$ cat src/rtl/uart_pkg.sv
// Shared UART definitions: FSM state encodings, frame constants and line idle level.
// Latency: none (types and constants only).
// Backpressure: not applicable.
package uart_pkg;

    typedef enum logic [2:0] {
        ST_IDLE   = 3'd0,
        ST_START  = 3'd1,
        ST_DATA   = 3'd2,
        ST_PARITY = 3'd3,
        ST_STOP   = 3'd4
    } uart_state_e;

    localparam int   DATA_BITS  = 8;
    localparam int   STOP_BITS  = 1;
    localparam logic IDLE_LEVEL = 1'b1;

endpackage

$ cat src/rtl/uart_bit_timer.sv
// Bit-period timer: counts 0..BIT_CYCLES-1, bit_end pulses on the last count, then wraps.
// Latency: bit_end is BIT_CYCLES-1 clocks after clear drops.
// Backpressure: none; clear holds the count at zero.
module uart_bit_timer #(
    parameter int BIT_CYCLES = 10
) (
    input  logic clk,
    input  logic rst,
    input  logic clear,
    output logic bit_end
);
    localparam int            CW   = (BIT_CYCLES > 1) ? $clog2(BIT_CYCLES) : 1;
    localparam logic [CW-1:0] LAST = CW'(BIT_CYCLES - 1);

    logic [CW-1:0] cnt_q, cnt_d;

    assign bit_end = (cnt_q == LAST);

    always_comb begin
        cnt_d = cnt_q + 1'b1;
        if (clear || bit_end) begin
            cnt_d = '0;
        end
    end

    always_ff @(posedge clk) begin
        if (rst) begin
            cnt_q <= '0;
        end else begin
            cnt_q <= cnt_d;
        end
    end

endmodule

$ cat src/rtl/fifo_uart_tx.sv
// Pops bytes from a FIFO and sends them as 8N1 UART frames (8E1 with FIFO_UART_TX_PARITY_EN).
// Latency: tx falls one clock after the pop strobe; pop-to-pop 10*BIT_CYCLES+1 (11*.. with parity).
// Backpressure: pops only when idle and !empty, one byte per frame.
module fifo_uart_tx #(
    parameter int CLK_HZ     = 100_000_000,
    parameter int BAUD       = 9600,
    parameter int BIT_CYCLES = CLK_HZ / BAUD
) (
    input  logic       clk,
    input  logic       rst,
    input  logic       empty,
    input  logic [7:0] pop_data,
    output logic       pop,
    output logic       tx,
    output logic       tx_busy,
    output logic       tx_done
);
    import uart_pkg::*;

    localparam logic [2:0] LAST_IDX = 3'(DATA_BITS - 1);

    uart_state_e state_q, state_d;
    logic [2:0]  idx_q, idx_d;
    logic [7:0]  shift_q, shift_d;
    logic        tx_q, tx_d;
    logic        pop_q, pop_d;
    logic        busy_q, busy_d;
    logic        done_pend_q, done_pend_d;
    logic        done_q, done_d;
    logic        bit_end;
    logic        timer_clr;
`ifdef FIFO_UART_TX_PARITY_EN
    logic        par_q, par_d;
`endif

    assign timer_clr = (state_q == ST_IDLE);

    uart_bit_timer #(.BIT_CYCLES(BIT_CYCLES)) u_timer (
        .clk     (clk),
        .rst     (rst),
        .clear   (timer_clr),
        .bit_end (bit_end)
    );

    always_comb begin
        state_d     = state_q;
        idx_d       = idx_q;
        // The byte is captured while the pop strobe is on the pins.
        shift_d     = pop_q ? pop_data : shift_q;
        pop_d       = 1'b0;
        tx_d        = IDLE_LEVEL;
        busy_d      = (state_q != ST_IDLE);
        done_pend_d = 1'b0;
        done_d      = done_pend_q;
`ifdef FIFO_UART_TX_PARITY_EN
        par_d       = pop_q ? ^pop_data : par_q;
`endif
        case (state_q)
            ST_IDLE: begin
                idx_d = '0;
                if (!empty) begin
                    pop_d   = 1'b1;
                    state_d = ST_START;
                end
            end
            ST_START: begin
                tx_d = ~IDLE_LEVEL;
                if (bit_end) begin
                    state_d = ST_DATA;
                end
            end
            ST_DATA: begin
                tx_d = shift_q[0];
                if (bit_end) begin
                    shift_d = {1'b0, shift_q[7:1]};
                    idx_d   = idx_q + 3'd1;
                    if (idx_q == LAST_IDX) begin
`ifdef FIFO_UART_TX_PARITY_EN
                        state_d = ST_PARITY;
`else
                        state_d = ST_STOP;
`endif
                    end
                end
            end
`ifdef FIFO_UART_TX_PARITY_EN
            ST_PARITY: begin
                tx_d = par_q;
                if (bit_end) begin
                    state_d = ST_STOP;
                end
            end
`endif
            ST_STOP: begin
                tx_d = IDLE_LEVEL;
                if (bit_end) begin
                    state_d     = ST_IDLE;
                    done_pend_d = 1'b1;
                end
            end
            default: begin
                state_d = ST_IDLE;
            end
        endcase
    end

    always_ff @(posedge clk) begin
        if (rst) begin
            state_q     <= ST_IDLE;
            idx_q       <= '0;
            shift_q     <= '0;
            tx_q        <= IDLE_LEVEL;
            pop_q       <= 1'b0;
            busy_q      <= 1'b0;
            done_pend_q <= 1'b0;
            done_q      <= 1'b0;
`ifdef FIFO_UART_TX_PARITY_EN
            par_q       <= 1'b0;
`endif
        end else begin
            state_q     <= state_d;
            idx_q       <= idx_d;
            shift_q     <= shift_d;
            tx_q        <= tx_d;
            pop_q       <= pop_d;
            busy_q      <= busy_d;
            done_pend_q <= done_pend_d;
            done_q      <= done_d;
`ifdef FIFO_UART_TX_PARITY_EN
            par_q       <= par_d;
`endif
        end
    end

    assign pop     = pop_q;
    assign tx      = tx_q;
    assign tx_busy = busy_q;
    assign tx_done = done_q;

endmodule

$ cat config.mk
export PLATFORM = sky130hd
export DESIGN_NAME = fifo_uart_tx
export DESIGN_NICKNAME = d
export VERILOG_FILES = /design/src/rtl/uart_pkg.sv /design/src/rtl/uart_bit_timer.sv /design/src/rtl/fifo_uart_tx.sv
export SDC_FILE = /design/constraint.sdc
export NUM_CORES = 1
export LEC_CHECK = 0
export BUFFER_PORTS_ARGS = -buffer_cell sky130_fd_sc_hd__buf_2
export CAP_MARGIN = 20
export CORE_MARGIN = 4
export CORE_UTILIZATION = 34
export CTS_CLUSTER_SIZE = 25
export DETAILED_ROUTE_END_ITERATION = 7
export SYNTH_ARGS = -nofsm -noshare
export SYNTH_HDL_FRONTEND = slang
export SYNTH_SLANG_ARGS = --single-unit
$ cat constraint.sdc
create_clock -name clk -period 2 [get_ports clk]
set_input_delay 0.4 -clock clk [delete_from_list [all_inputs] [get_ports clk]]
set_output_delay 0.4 -clock clk [all_outputs]
set_load 0.01 [all_outputs]
Word level (Yosys, flattened, before mapping):

Index checks and enable logic that the tools add are counted.

* register bits: 33
* input port bits: 11
* output and inout bits: 4
* word-level logic and storage cells: 46

* add/subtract/negate cells: 2
* equality and inequality tests: 10
* multiplexer cells: 14
* bitwise operators: 2
* reduce and logical (&&, ||, !) cells: 9

Operators by type and width (number)
* two-way mux 8 bit: 3
* two-way mux 3 bit: 6
* adder 14 x 1 -> 14 bit, second input constant: 1
* equality test 14 bit, second input constant: 1
* case mux 3 bit (4 select lines): 1
* equality test 3 bit, second input constant: 2
* inequality test 2 x 1 -> 1 bit, second input constant: 3
* case mux 3 bit (2 select lines): 1
* OR reduction 2 bit: 3
* AND reduction 5 bit: 1
* inequality test 2 bit, second input constant: 2
* adder 3 x 1 -> 3 bit, second input constant: 1
* equality test 3 x 1 -> 1 bit, second input constant: 1
* equality test 3 x 2 -> 1 bit, second input constant: 1
* logical NOT 3 bit: 1
* nonzero test 3 bit: 1
* two-way mux 1 bit: 2
* NOT 1 bit: 2
* case mux 1 bit (2 select lines): 1
* AND reduction 2 bit: 1
* nonzero test 2 bit: 1
* logical OR 1 bit: 1

Logic depth before layout (Yosys ltp):

Gate-level depths: netlist (run 1).

* word-level depth: 4
* gate-level depth with buffers: 6
* gate-level depth less buffers: 5

By module:

Synthesis (run 1) repeated with hierarchy kept, for this count alone.

* cells, all modules: 153
* area, all modules: 1522.7 sq um

Modules (own cells, without submodules)
* fifo_uart_tx: instances 1, cells an instance 84, area an instance 902.1 sq um, seq. area each 380.4 sq um
* uart_bit_timer: instances 1, cells an instance 69, area an instance 620.6 sq um, seq. area each 280.3 sq um

Worst setup path after synthesis (run 1):

Ideal clock, no wire load.

* path kind: reg-to-reg
* start: reg u_timer.cnt_q[0]
* end: reg shift_q[2]
* library setup time: 0.129 ns
* data arrival time: 1.410 ns
* required time: 1.871 ns
* path slack: 0.461 ns
* stages on the path, launching flop included: 7
* buffers on the path: 1
* cells stage by stage: dfxtp_1 > ha_1 > and4_4 > nand4_4 > buf_6 > o41ai_1 > a21oi_1

* cells in the longest elaborated chain, start to end: 3

Ends and longest elaborated chain
* start: declaration: RTL line uart_bit_timer.sv:15 `logic [CW-1:0] cnt_q, cnt_d;`
* start signal: assignment: RTL line uart_bit_timer.sv:30 `cnt_q <= cnt_d;`
* equality test 14 bit: RTL line uart_bit_timer.sv:17 `assign bit_end = (cnt_q == LAST);`
* two-way mux 8 bit: RTL line fifo_uart_tx.sv:74 `if (bit_end) begin`
* two-way mux 8 bit: RTL line fifo_uart_tx.sv:58 `case (state_q)`
* end signal: assignment: RTL line fifo_uart_tx.sv:123 `shift_q <= shift_d;`
* end: declaration: RTL line fifo_uart_tx.sv:24 `logic [7:0] shift_q, shift_d;`

No other way between the ends.
A chain may end at the register's enable or synchronous reset.

Worst setup path after layout (run 1):

* start: reg u_timer.cnt_q[0]
* end: reg idx_q[0]

* cells in the longest elaborated chain, start to end: 3

Ends and longest elaborated chain
* equality test 14 bit: RTL line uart_bit_timer.sv:17
* inequality test 2 x 1 -> 1 bit (no source line)
* AND reduction 2 bit (no source line)
* end signal: assignment: RTL line fifo_uart_tx.sv:122 `idx_q <= idx_d;`
* end: declaration: RTL line fifo_uart_tx.sv:23 `logic [2:0] idx_q, idx_d;`

No other way between the ends.

==> flow_metrics.py, run 1 <==
metrics = {
    "outcome": {
        "run_status": "completed",
    },
    "synth": {
        "seq_area_frac_synth_pct": 45.4,
        "synth.avg_cell_area_sq_um": 9.76,
        "synthesis.nets": 163,
        "synth_area_leader_cell": "dfxtp_1",
        "yosysTopAreaCellShare_pct": 45.4,
        "ys_top_cells_by_count": "dfxtp_1, nor2_1, a21oi_1, mux2i_1, nand2_1",
        "synth_cells": 149,
        "synth_edf_count": 0,
        "yosys-top-cells-area": "dfxtp_1, mux2i_1, nor2_1",
        "synthDistinctLibCells": 40,
        "synth_most_common_cell": "dfxtp_1",
        "async_flop_share_pct": 0,
        "synth_area_sq_um": 1450,
        "synth_ff_type": "dfxtp_1",
        "yosys_warnings": 0,
        "ys_ff_latch": 33,
    },
    "clock_network": {
        "cts_resized": 0,
        "cts_buffers": 5,
        "clkLatencyLatePin_ns": 0.28,
        "cts-root-buf": "clkbuf_8",
        "clk_pin_slew_ns": 0.06,
        "cts_tree": "done",
        "cts_hold_buf": 0,
        "postCtsSetupRepairBufs": 0,
        "clkSinkCount": 33,
        "htreeDepth": 2,
        "clock_path_buffers": 2,
    },
    "routing": {
        "drc": 0,
        "routed_via_density": 5.15,
        "avgRoutedWirePerCell_um": 12.5,
        "vias": 1108,
        "drtIter0Drc": 90,
        "dr.pass1.iters": 4,
        "routed_wl_um": 2680,
        "postRouteAntennaNets": 0,
    },
    "placement": {
        "routabilityCongestion": 0.751,
        "placed_area_sq_um": 1550,
        "dp_slack_ns": 0.264,
        "io_buffers": 14,
        "dp_hpwl_um": 1950,
    },
    "sta": {
        "period_share_pct": 88.6,
        "worst_slack_ns": 0.228,
        "finalSetupViolCount": 0,
        "worst_slew_pin_slew_ns": 0.509,
        "post-route-min-period_ns": 1.77,
        "fmax_mhz": 564,
        "max_slew_margin_pct": 66.0,
        "slew_violations": 0,
        "hold_viol_final": 0,
        "fin_setup_tns_ns": 0,
        "finalClockSkew_ns": 0.00404,
        "rsz0062_at_grt": "false",
    },
    "grt": {
        "antenna_found_initial": 0,
        "grt_pass1_wl_um": 4690,
        "grt_usage_pct": 11.2,
        "grtUsageMet1_pct": 13.4,
        "grtUsageMet3_pct": 6.02,
        "overflow": 0,
        "use_met2_pct": 17.7,
        "grt_pass1_vias": 1069,
        "top_usage_layer": "met2",
        "grt_max_degree": 17,
    },
    "setup_path": {
        "cp.arrival_ns": 1.93,
        "max_stage_delay_ns": 0.41,
        "worst_setup_path_start_kind": "flip-flop",
        "critPathRequiredTime_ns": 2.15,
        "end_kind": "flip-flop",
        "crit_type": "flip-flop to flip-flop",
        "critPathMaxFanout": 14,
        "slowest_stage": "o311ai_0",
        "path_cells": "ha_1 -> and4_4 -> nand4_4 -> o311ai_0 -> o31ai_1",
    },
    "cells_and_area": {
        "design_area_sq_um": 1630,
        "final_net_count": 178,
        "drive_gt1_share_pct": 18.2,
        "utilization_pct": 40.2,
        "num_antenna_cells": 0,
        "syn_to_final_growth_pct": 12.3,
    },
    "power": {
        "power_leakage_nw": 0.607,
        "total_power_w": 0.00121,
        "power.density_nw_per_um2": 742,
        "peakVddDrop_mv": 0.261,
    },
    "die": {
        "io_pins": 15,
        "die_y_um": 73.4,
        "rows": 23,
        "core_area_sq_um": 4060,
        "initial_utilization_pct": 35.8,
        "die_w_um": 73.4,
        "die-area_sq_um": 5390,
    },
    "job": {
        "maxCapViolCount": 0,
    },
    "worst_hold_path": {
        "hold_class": "primary input to flip-flop",
    },
}
## layout by cell type (no fill, tap or decap), drive strengths merged, types with 5 or more instances in the layout
cell type / count
nor2: 21
nand4: 5
a21oi: 10
mux2i: 10
xor2: 5
buf: 15
nand2: 10
dfxtp: 33
clkbuf: 6
xnor2: 7
o41ai: 7
## critical path, delay by kind of cell (launching register included)
kind | cells | cell delay, ns
AOI/OAI and AO/OA | 2 | 0.53
DFF | 1 | 0.38
adders and majority gates | 1 | 0.23
and+or+nand+nor | 2 | 0.50
## power breakdown
part / internal, W / total, W / switching [W]
Clock: 0.000241 / 0.000467 / 0.000226
Combinational: 0.0000301 / 0.0000589 / 0.0000288
Sequential: 0.000672 / 0.000686 / 0.0000133
## per-stage QoR
stage / hold slack (ns) / std cells
2_1_floorplan: 0.414 / 149
3_3_place_gp: 0.429 / 207
3_5_place_dp: 0.431 / 207
4_1_cts: 0.284 / 215
5_1_grt: 0.290 / 215
6_report: 0.292 / 215
## cells by family (layout without fill, tap and decap cells)
group	Yosys count	after routing	share of synthesized area (%)
and+or+nand+nor	60	60	24.2
DFF	33	33	45.4
AOI/OAI and AO/OA	22	22	10.2
xor gates and xnor gates	12	12	7.23
muxes	10	10	6.88
buffers and inverters	9	25	3.53
adders and majority gates	3	3	2.58
## routing by layer
metal / up-vias / wire, um
met1: 513 / 1240
met2: 22 / 1240
met3: 4 / 175
li1: 569 / -
met5: - / 0
met4: 0 / 29
## worst paths after layout
kind | start | to | slack, ns | depth (start not counted)
setup / recovery | u_timer.cnt_q[0] | idx_q[0] | 0.23 | 5
hold / removal | empty | pop | 0.29 | 2
hold reg to reg | done_d | tx_done | 0.44 | 1
setup reg to reg | u_timer.cnt_q[0] | idx_q[0] | 0.23 | 5
## registers in the layout, summed over array words and instances (netlist names)
register	cells
tx_done	1
u_timer.cnt_q	14
state_q	3
shift_q	8
tx	1
idx_q	3
pop	1
done_d	1
tx_busy	1
## final cells by class
type	instances	area (sq um)
clock buffer	6	72.6
clock inverter	2	10.0
fill	394	2420
inverter	2	7.51
multi-input combinational	107	742
sequential	33	661
tap	50	62.6
timing repair buffer	15	77.6
Note: power is estimated with default switching activity, not from simulation.
==> run 2: changes to the inputs <==
Settings changed: CELL_PAD_IN_SITES_DETAIL_PLACEMENT set to 1, CELL_PAD_IN_SITES_GLOBAL_PLACEMENT set to 1, PLACE_DENSITY_LB_ADDON set to 0.1.
==> run 2 against run 1 <==
  * Sequential power about the same
  * Fmax up 1.7%
  * Via count up 2.3%
  * Routed wire length up 18%
  * Worst hold slack better by 0.012 ns
  * Non-clock buffer count up 2
  * Register-to-register slack better by 0.03 ns
  * Critical endpoint is now shift_q[5]
==> flow_metrics.py, run 2 (synthesis gave the netlist of run 1 again) <==
metrics = {
    "sta": {
        "post-route-min-period_ns": 1.74,
        "period_share_pct": 87.1,
        "fin_setup_tns_ns": 0,
        "slew_violations": 0,
        "hold_viol_final": 0,
        "worst_slew_pin_slew_ns": 0.495,
        "worst_slack_ns": 0.259,
        "fmax_mhz": 574,
        "rsz0062_at_grt": "false",
        "finalClockSkew_ns": 0.00335,
        "max_slew_margin_pct": 67.0,
        "finalSetupViolCount": 0,
    },
    "power": {
        "clkPwrFrac_pct": 39.8,
        "internal_power_w": 0.000977,
        "power_leakage_nw": 0.617,
        "peakVddDrop_mv": 0.387,
        "swShare_pct": 21.6,
        "power.switching_w": 0.000268,
        "power_frac_comb_pct": 5.1,
        "power_frac_seq_pct": 55.1,
        "power.density_nw_per_um2": 754,
    },
    "clock_network": {
        "cts_tree": "done",
        "cts_resized": 0,
        "clkSinkCount": 33,
        "clkLatencyLatePin_ns": 0.28,
        "clock_path_buffers": 2,
        "clk_pin_slew_ns": 0.06,
        "cts_buffers": 5,
        "cts-root-buf": "clkbuf_8",
        "postCtsSetupRepairBufs": 0,
        "htreeDepth": 2,
        "cts_hold_buf": 0,
    },
    "routing": {
        "wl_met1_um": 1390,
        "avgRoutedWirePerCell_um": 14.6,
        "route.met3.wl_um": 140,
        "drtIter0Drc": 68,
        "vias": 1134,
        "drc": 0,
        "wl_met2_um": 1590,
        "postRouteAntennaNets": 0,
        "dr.pass1.iters": 4,
        "routed_wl_um": 3160,
        "routed_via_density": 5.25,
        "dr.max_layer_used": "met4",
    },
    "setup_path": {
        "critPathMaxFanout": 14,
        "cp.arrival_ns": 1.89,
        "worst_setup_path_start_kind": "flip-flop",
        "critPathRequiredTime_ns": 2.15,
        "crit_type": "flip-flop to flip-flop",
        "end_kind": "flip-flop",
    },
    "cells_and_area": {
        "final_net_count": 180,
        "mostFrequentLayoutCells": "dfxtp_1, nor2_1, buf_2, a21oi_1, mux2i_1",
        "largest_reg_flops": 14,
        "drive_gt1_share_pct": 18.7,
        "utilization_pct": 40.7,
        "layout_commonest_cell": "dfxtp_1",
        "nFillCells": 473,
        "largest-register": "u_timer.cnt_q",
        "top_regs": "u_timer.cnt_q: 14 flops, shift_q: 8 flops",
        "syn_to_final_growth_pct": 13.6,
        "num_antenna_cells": 0,
    },
    "die": {
        "die-area_sq_um": 5390,
        "rows": 23,
        "core_area_sq_um": 4060,
        "io_pins": 15,
        "initial_utilization_pct": 35.8,
        "die_w_um": 73.4,
        "die_y_um": 73.4,
    },
    "placement": {
        "routabilityCongestion": 0.749,
        "dp_slack_ns": 0.262,
        "dp_hpwl_um": 2310,
        "io_buffers": 14,
    },
    "grt": {
        "antenna_found_initial": 0,
        "grt_pass1_vias": 1130,
        "overflow": 0,
        "grt_pass1_wl_um": 5290,
        "grt_usage_pct": 12.9,
        "grt_max_degree": 16,
    },
    "outcome": {
        "run_status": "completed",
    },
    "job": {
        "maxCapViolCount": 0,
    },
    "worst_hold_path": {
        "hold_class": "primary input to flip-flop",
    },
}
[run 2: stage by stage]
step	hold WS [ns]	cell area, sq um	instances	power, W
after global routing	0.295	1650	216	0.00131
after detailed placement	0.438	1570	209	0.000766
after floorplan	0.414	1450	149	0.000738
final	0.304	1650	216	0.00124
after CTS	0.297	1650	216	0.00127
after global placement	0.419	1570	209	0.000763
[run 2: cell type report]
class | instances | area, sq um | area share, %
well taps | 50 | 62.6 | 3.79
multi-input cells | 107 | 742 | 44.9
clock buffers | 7 | 86.3 | 5.23
flip-flops and latches | 33 | 661 | 40.0
repair buffers | 17 | 92.6 | 5.61
inverters | 2 | 7.51 | 0.455
[run 2: layer usage]
layer,vias up,global-route usage [%]
li1,565,-
met3,4,4.24
met5,-,0
met2,18,22.2
met1,547,14.6
met4,0,5.43
[run 2: power groups by stage]
| stage | combinational, W | sequential [W] | clock, W |
|---|---|---|---|
| after floorplan | 0.0000424 | 0.000696 | 0 |
| after global placement | 0.0000634 | 0.000700 | 0 |
| after detailed placement | 0.0000644 | 0.000701 | 0 |
| after CTS | 0.0000648 | 0.000686 | 0.000520 |
| after global routing | 0.0000720 | 0.000688 | 0.000552 |
| final | 0.0000633 | 0.000686 | 0.000496 |
[run 2: worst max-delay path, cell delays in order (launching register included)]
cell,delay (ns)
dfxtp_1,0.38
ha_1,0.22
and4_4,0.28
nand4_4,0.23
o41ai_1,0.43
a21oi_1,0.07
[run 2: final timing paths]
check                                       from    endpoint  slack [ns]  cells past startpoint
worst max-delay path            u_timer.cnt_q[0]  shift_q[5]        0.26                      5
worst min register to register            done_d     tx_done        0.44                      1
worst max register to register  u_timer.cnt_q[0]  shift_q[5]        0.26                      5
worst min-delay path                       empty         pop        0.30                      2
==> run 3: changes to the inputs <==
Settings changed: ABC_AREA set to 1, CTS_BUF_LIST set to sky130_fd_sc_hd__clkbuf_8.
==> run 3 against run 2 <==
  * Register-to-register slack improved by 0.20 ns
  * Combinational power grew to 5.8 times the previous value
  * Design area is 6.7% higher
  * Clock power is 3% lower
  * Global-route usage fell by 0.19 points
  * Utilization down 0.79 points
  * First-iteration DRC count is 62% lower
  * Synthesized cell count rose by 37%
  * Die area rose by 7.5%
  * Largest power group unchanged
==> flow_metrics.py, run 3 <==
metrics = {
    "clock_network": {
        "clkLatencyLatePin_ns": 0.28,
        "postCtsSetupRepairBufs": 0,
        "htreeDepth": 2,
        "clk_pin_slew_ns": 0.07,
        "cts-root-buf": "clkbuf_8",
        "cts_buffers": 5,
        "cts_resized": 0,
        "cts_tree": "done",
        "clkSinkCount": 33,
        "clock_path_buffers": 2,
        "cts_hold_buf": 0,
    },
    "synth": {
        "yosysTopAreaCellShare_pct": 41.9,
        "ys_top_cells_by_count": "dfxtp_1, nand2_1, inv_1",
        "synth_area_sq_um": 1580,
        "synth_most_common_cell": "dfxtp_1",
        "synth-adder-area-share_pct": 2.38,
        "synth_ff_type": "dfxtp_1",
        "synthesis.nets": 218,
        "synth_edf_count": 0,
        "synth_cells": 204,
        "synth_xor_area_share_pct": 2.22,
        "synth_area_leader_cell": "dfxtp_1",
        "async_flop_share_pct": 0,
        "yosys_warnings": 0,
        "yosys-top-cells-area": "dfxtp_1, nand2_1, inv_1",
        "seq_area_frac_synth_pct": 41.9,
        "synth-simple-area-share_pct": 29.8,
        "synth.avg_cell_area_sq_um": 7.73,
        "synth.mux.area_fraction_pct": 0.714,
        "ys_ff_latch": 33,
        "synth_compound_area_share_pct": 12.8,
        "synth_top_family_by_area": "simple AND/OR/NAND/NOR gates",
        "synthDistinctLibCells": 37,
    },
    "grt": {
        "grt_max_degree": 17,
        "grt_usage_pct": 12.8,
        "grt_pass1_vias": 1351,
        "antenna_found_initial": 0,
        "grt_pass1_wl_um": 6180,
        "overflow": 0,
    },
    "placement": {
        "dp_hpwl_um": 2660,
        "routabilityCongestion": 0.750,
        "io_buffers": 14,
    },
    "cells_and_area": {
        "num_antenna_cells": 0,
        "largest_reg_flops": 14,
        "multi_input_area_sq_um": 754,
        "syn_to_final_growth_pct": 11.7,
        "register_area_sq_um": 661,
        "mostFrequentLayoutCells": "dfxtp_1, nand2_1, inv_1, nor2_1",
        "largest-register": "u_timer.cnt_q",
        "drive_gt1_share_pct": 19.8,
        "layout_commonest_cell": "dfxtp_1",
        "top_regs": "u_timer.cnt_q: 14 flops, shift_q: 8 flops",
        "final_net_count": 235,
        "nFillCells": 555,
    },
    "setup_path": {
        "r2r_start": "u_timer.cnt_q[0]",
        "end_kind": "flip-flop",
        "crit_start": "u_timer.cnt_q[0]",
        "cp.arrival_ns": 1.75,
        "path_cells": "ha_1 -> nand3_2 -> nor2_4 -> nand3_4 -> clkinv_2 -> o21ai_0 -> a21oi_1",
        "critPathMaxFanout": 16,
        "crit_type": "flip-flop to flip-flop",
        "slowest_stage": "dfxtp_1",
        "max_stage_delay_ns": 0.41,
        "worst_setup_path_start_kind": "flip-flop",
        "critPathRequiredTime_ns": 2.21,
    },
    "die": {
        "die-area_sq_um": 5790,
        "die_y_um": 76.1,
        "rows": 24,
        "initial_utilization_pct": 35.7,
        "core_area_sq_um": 4410,
        "io_pins": 15,
        "die_w_um": 76.1,
    },
    "outcome": {
        "run_status": "completed",
    },
    "routing": {
        "vias": 1333,
        "routed_via_density": 4.86,
        "routed_wl_um": 3430,
        "drc": 0,
        "postRouteAntennaNets": 0,
        "avgRoutedWirePerCell_um": 12.5,
        "dr.pass1.iters": 4,
        "drtIter0Drc": 26,
    },
    "sta": {
        "fin_setup_tns_ns": 0,
        "period_share_pct": 77.1,
        "hold_viol_final": 0,
        "fmax_mhz": 649,
        "max_slew_margin_pct": 77.8,
        "rsz0062_at_grt": "false",
        "slew_violations": 0,
        "finalClockSkew_ns": 0.00543,
        "worst_slew_pin_slew_ns": 0.331,
        "post-route-min-period_ns": 1.54,
        "finalSetupViolCount": 0,
    },
    "power": {
        "internal_power_w": 0.00108,
        "clkPwrFrac_pct": 29.7,
        "power.switching_w": 0.000543,
        "swShare_pct": 33.4,
        "power_leakage_nw": 0.679,
        "power_frac_seq_pct": 47.6,
        "power.density_nw_per_um2": 924,
        "total_power_w": 0.00163,
        "power_frac_comb_pct": 22.7,
        "peakVddDrop_mv": 0.316,
    },
    "worst_hold_path": {
        "hold_class": "primary input to flip-flop",
        "min_from": "empty",
    },
    "job": {
        "maxCapViolCount": 0,
    },
}
run 3: changes by cell type in the layout (fill, tap and decap cells not counted), sizes merged, moves of 7 or more:
cell,delta
o21ai,+17
o41ai,-7
mux2i,-10
inv,+31
nor3,+11
nand2,+27
run 3: path summary, 6_finish.rpt:
check / to / slack (ns) / cells after the start
max: shift_q[5] / 0.46 / 7
min: pop / 0.31 / 2
max reg2reg: shift_q[5] / 0.46 / 7
min reg2reg: tx_done / 0.41 / 2
run 3: power groups by stage:
stage	registers (W)	clock network (W)	logic, W
detailed placement	0.000791	0	0.000369
global route	0.000788	0.000533	0.000430
global placement	0.000787	0	0.000358
CTS	0.000776	0.000500	0.000378
floorplan	0.000794	0	0.000266
finish	0.000775	0.000483	0.000369
run 3: area by class of cell:
cell class | instances | area share (%)
clock inverters | 3 | 0.781
flip-flops and latches | 33 | 37.5
inverters | 32 | 6.89
clock buffers | 5 | 3.91
multi-input cells | 134 | 42.8
repair buffers | 15 | 4.40
well taps | 52 | 3.69
run 3: routing by layer:
| metal | up-vias | global-route usage [%] | wire [um] |
|---|---|---|---|
| li1 | 691 | - | - |
| met1 | 620 | 15.6 | 1590 |
| met2 | 16 | 21.0 | 1680 |
| met3 | 6 | 3.66 | 116 |
| met4 | 0 | 4.90 | 43 |
| met5 | - | 0 | 0 |
run 3: metrics by stage:
| step | utilization, % | instances | hold slack (ns) | worst slack, ns | instance area [sq um] |
|---|---|---|---|---|---|
| 3_5_place_dp | 38.0 | 266 | 0.397 | 0.456 | 1680 |
| 3_3_place_gp | 38.0 | 266 | 0.392 | 0.509 | 1680 |
| 6_report | 39.9 | 274 | 0.309 | 0.458 | 1760 |
| 5_1_grt | 39.9 | 274 | 0.302 | 0.277 | 1760 |
| 2_1_floorplan | - | 204 | 0.388 | 0.632 | 1580 |
| 4_1_cts | 39.9 | 274 | 0.296 | 0.437 | 1760 |
run 3: critical path: cells and delay by family (launching register included):
| family | cells | cell delay (ns) |
|---|---|---|
| and+or+nand+nor | 3 | 0.41 |
| DFF | 1 | 0.41 |
| AOI/OAI and AO/OA | 2 | 0.24 |
| adders and majority gates | 1 | 0.23 |
| buffers and inverters | 1 | 0.19 |
run 3: cell families (layout without fill, tap and decap cells):
family | after synthesis | count (layout)
XOR/XNOR | 4 | 4
multiplexers | 1 | 1
flip-flops | 33 | 33
AND/OR/NAND/NOR | 90 | 90
buffers and inverters | 37 | 55
AO/OA/AOI/OAI | 36 | 36
adder cells (fa/ha/maj) | 3 | 3
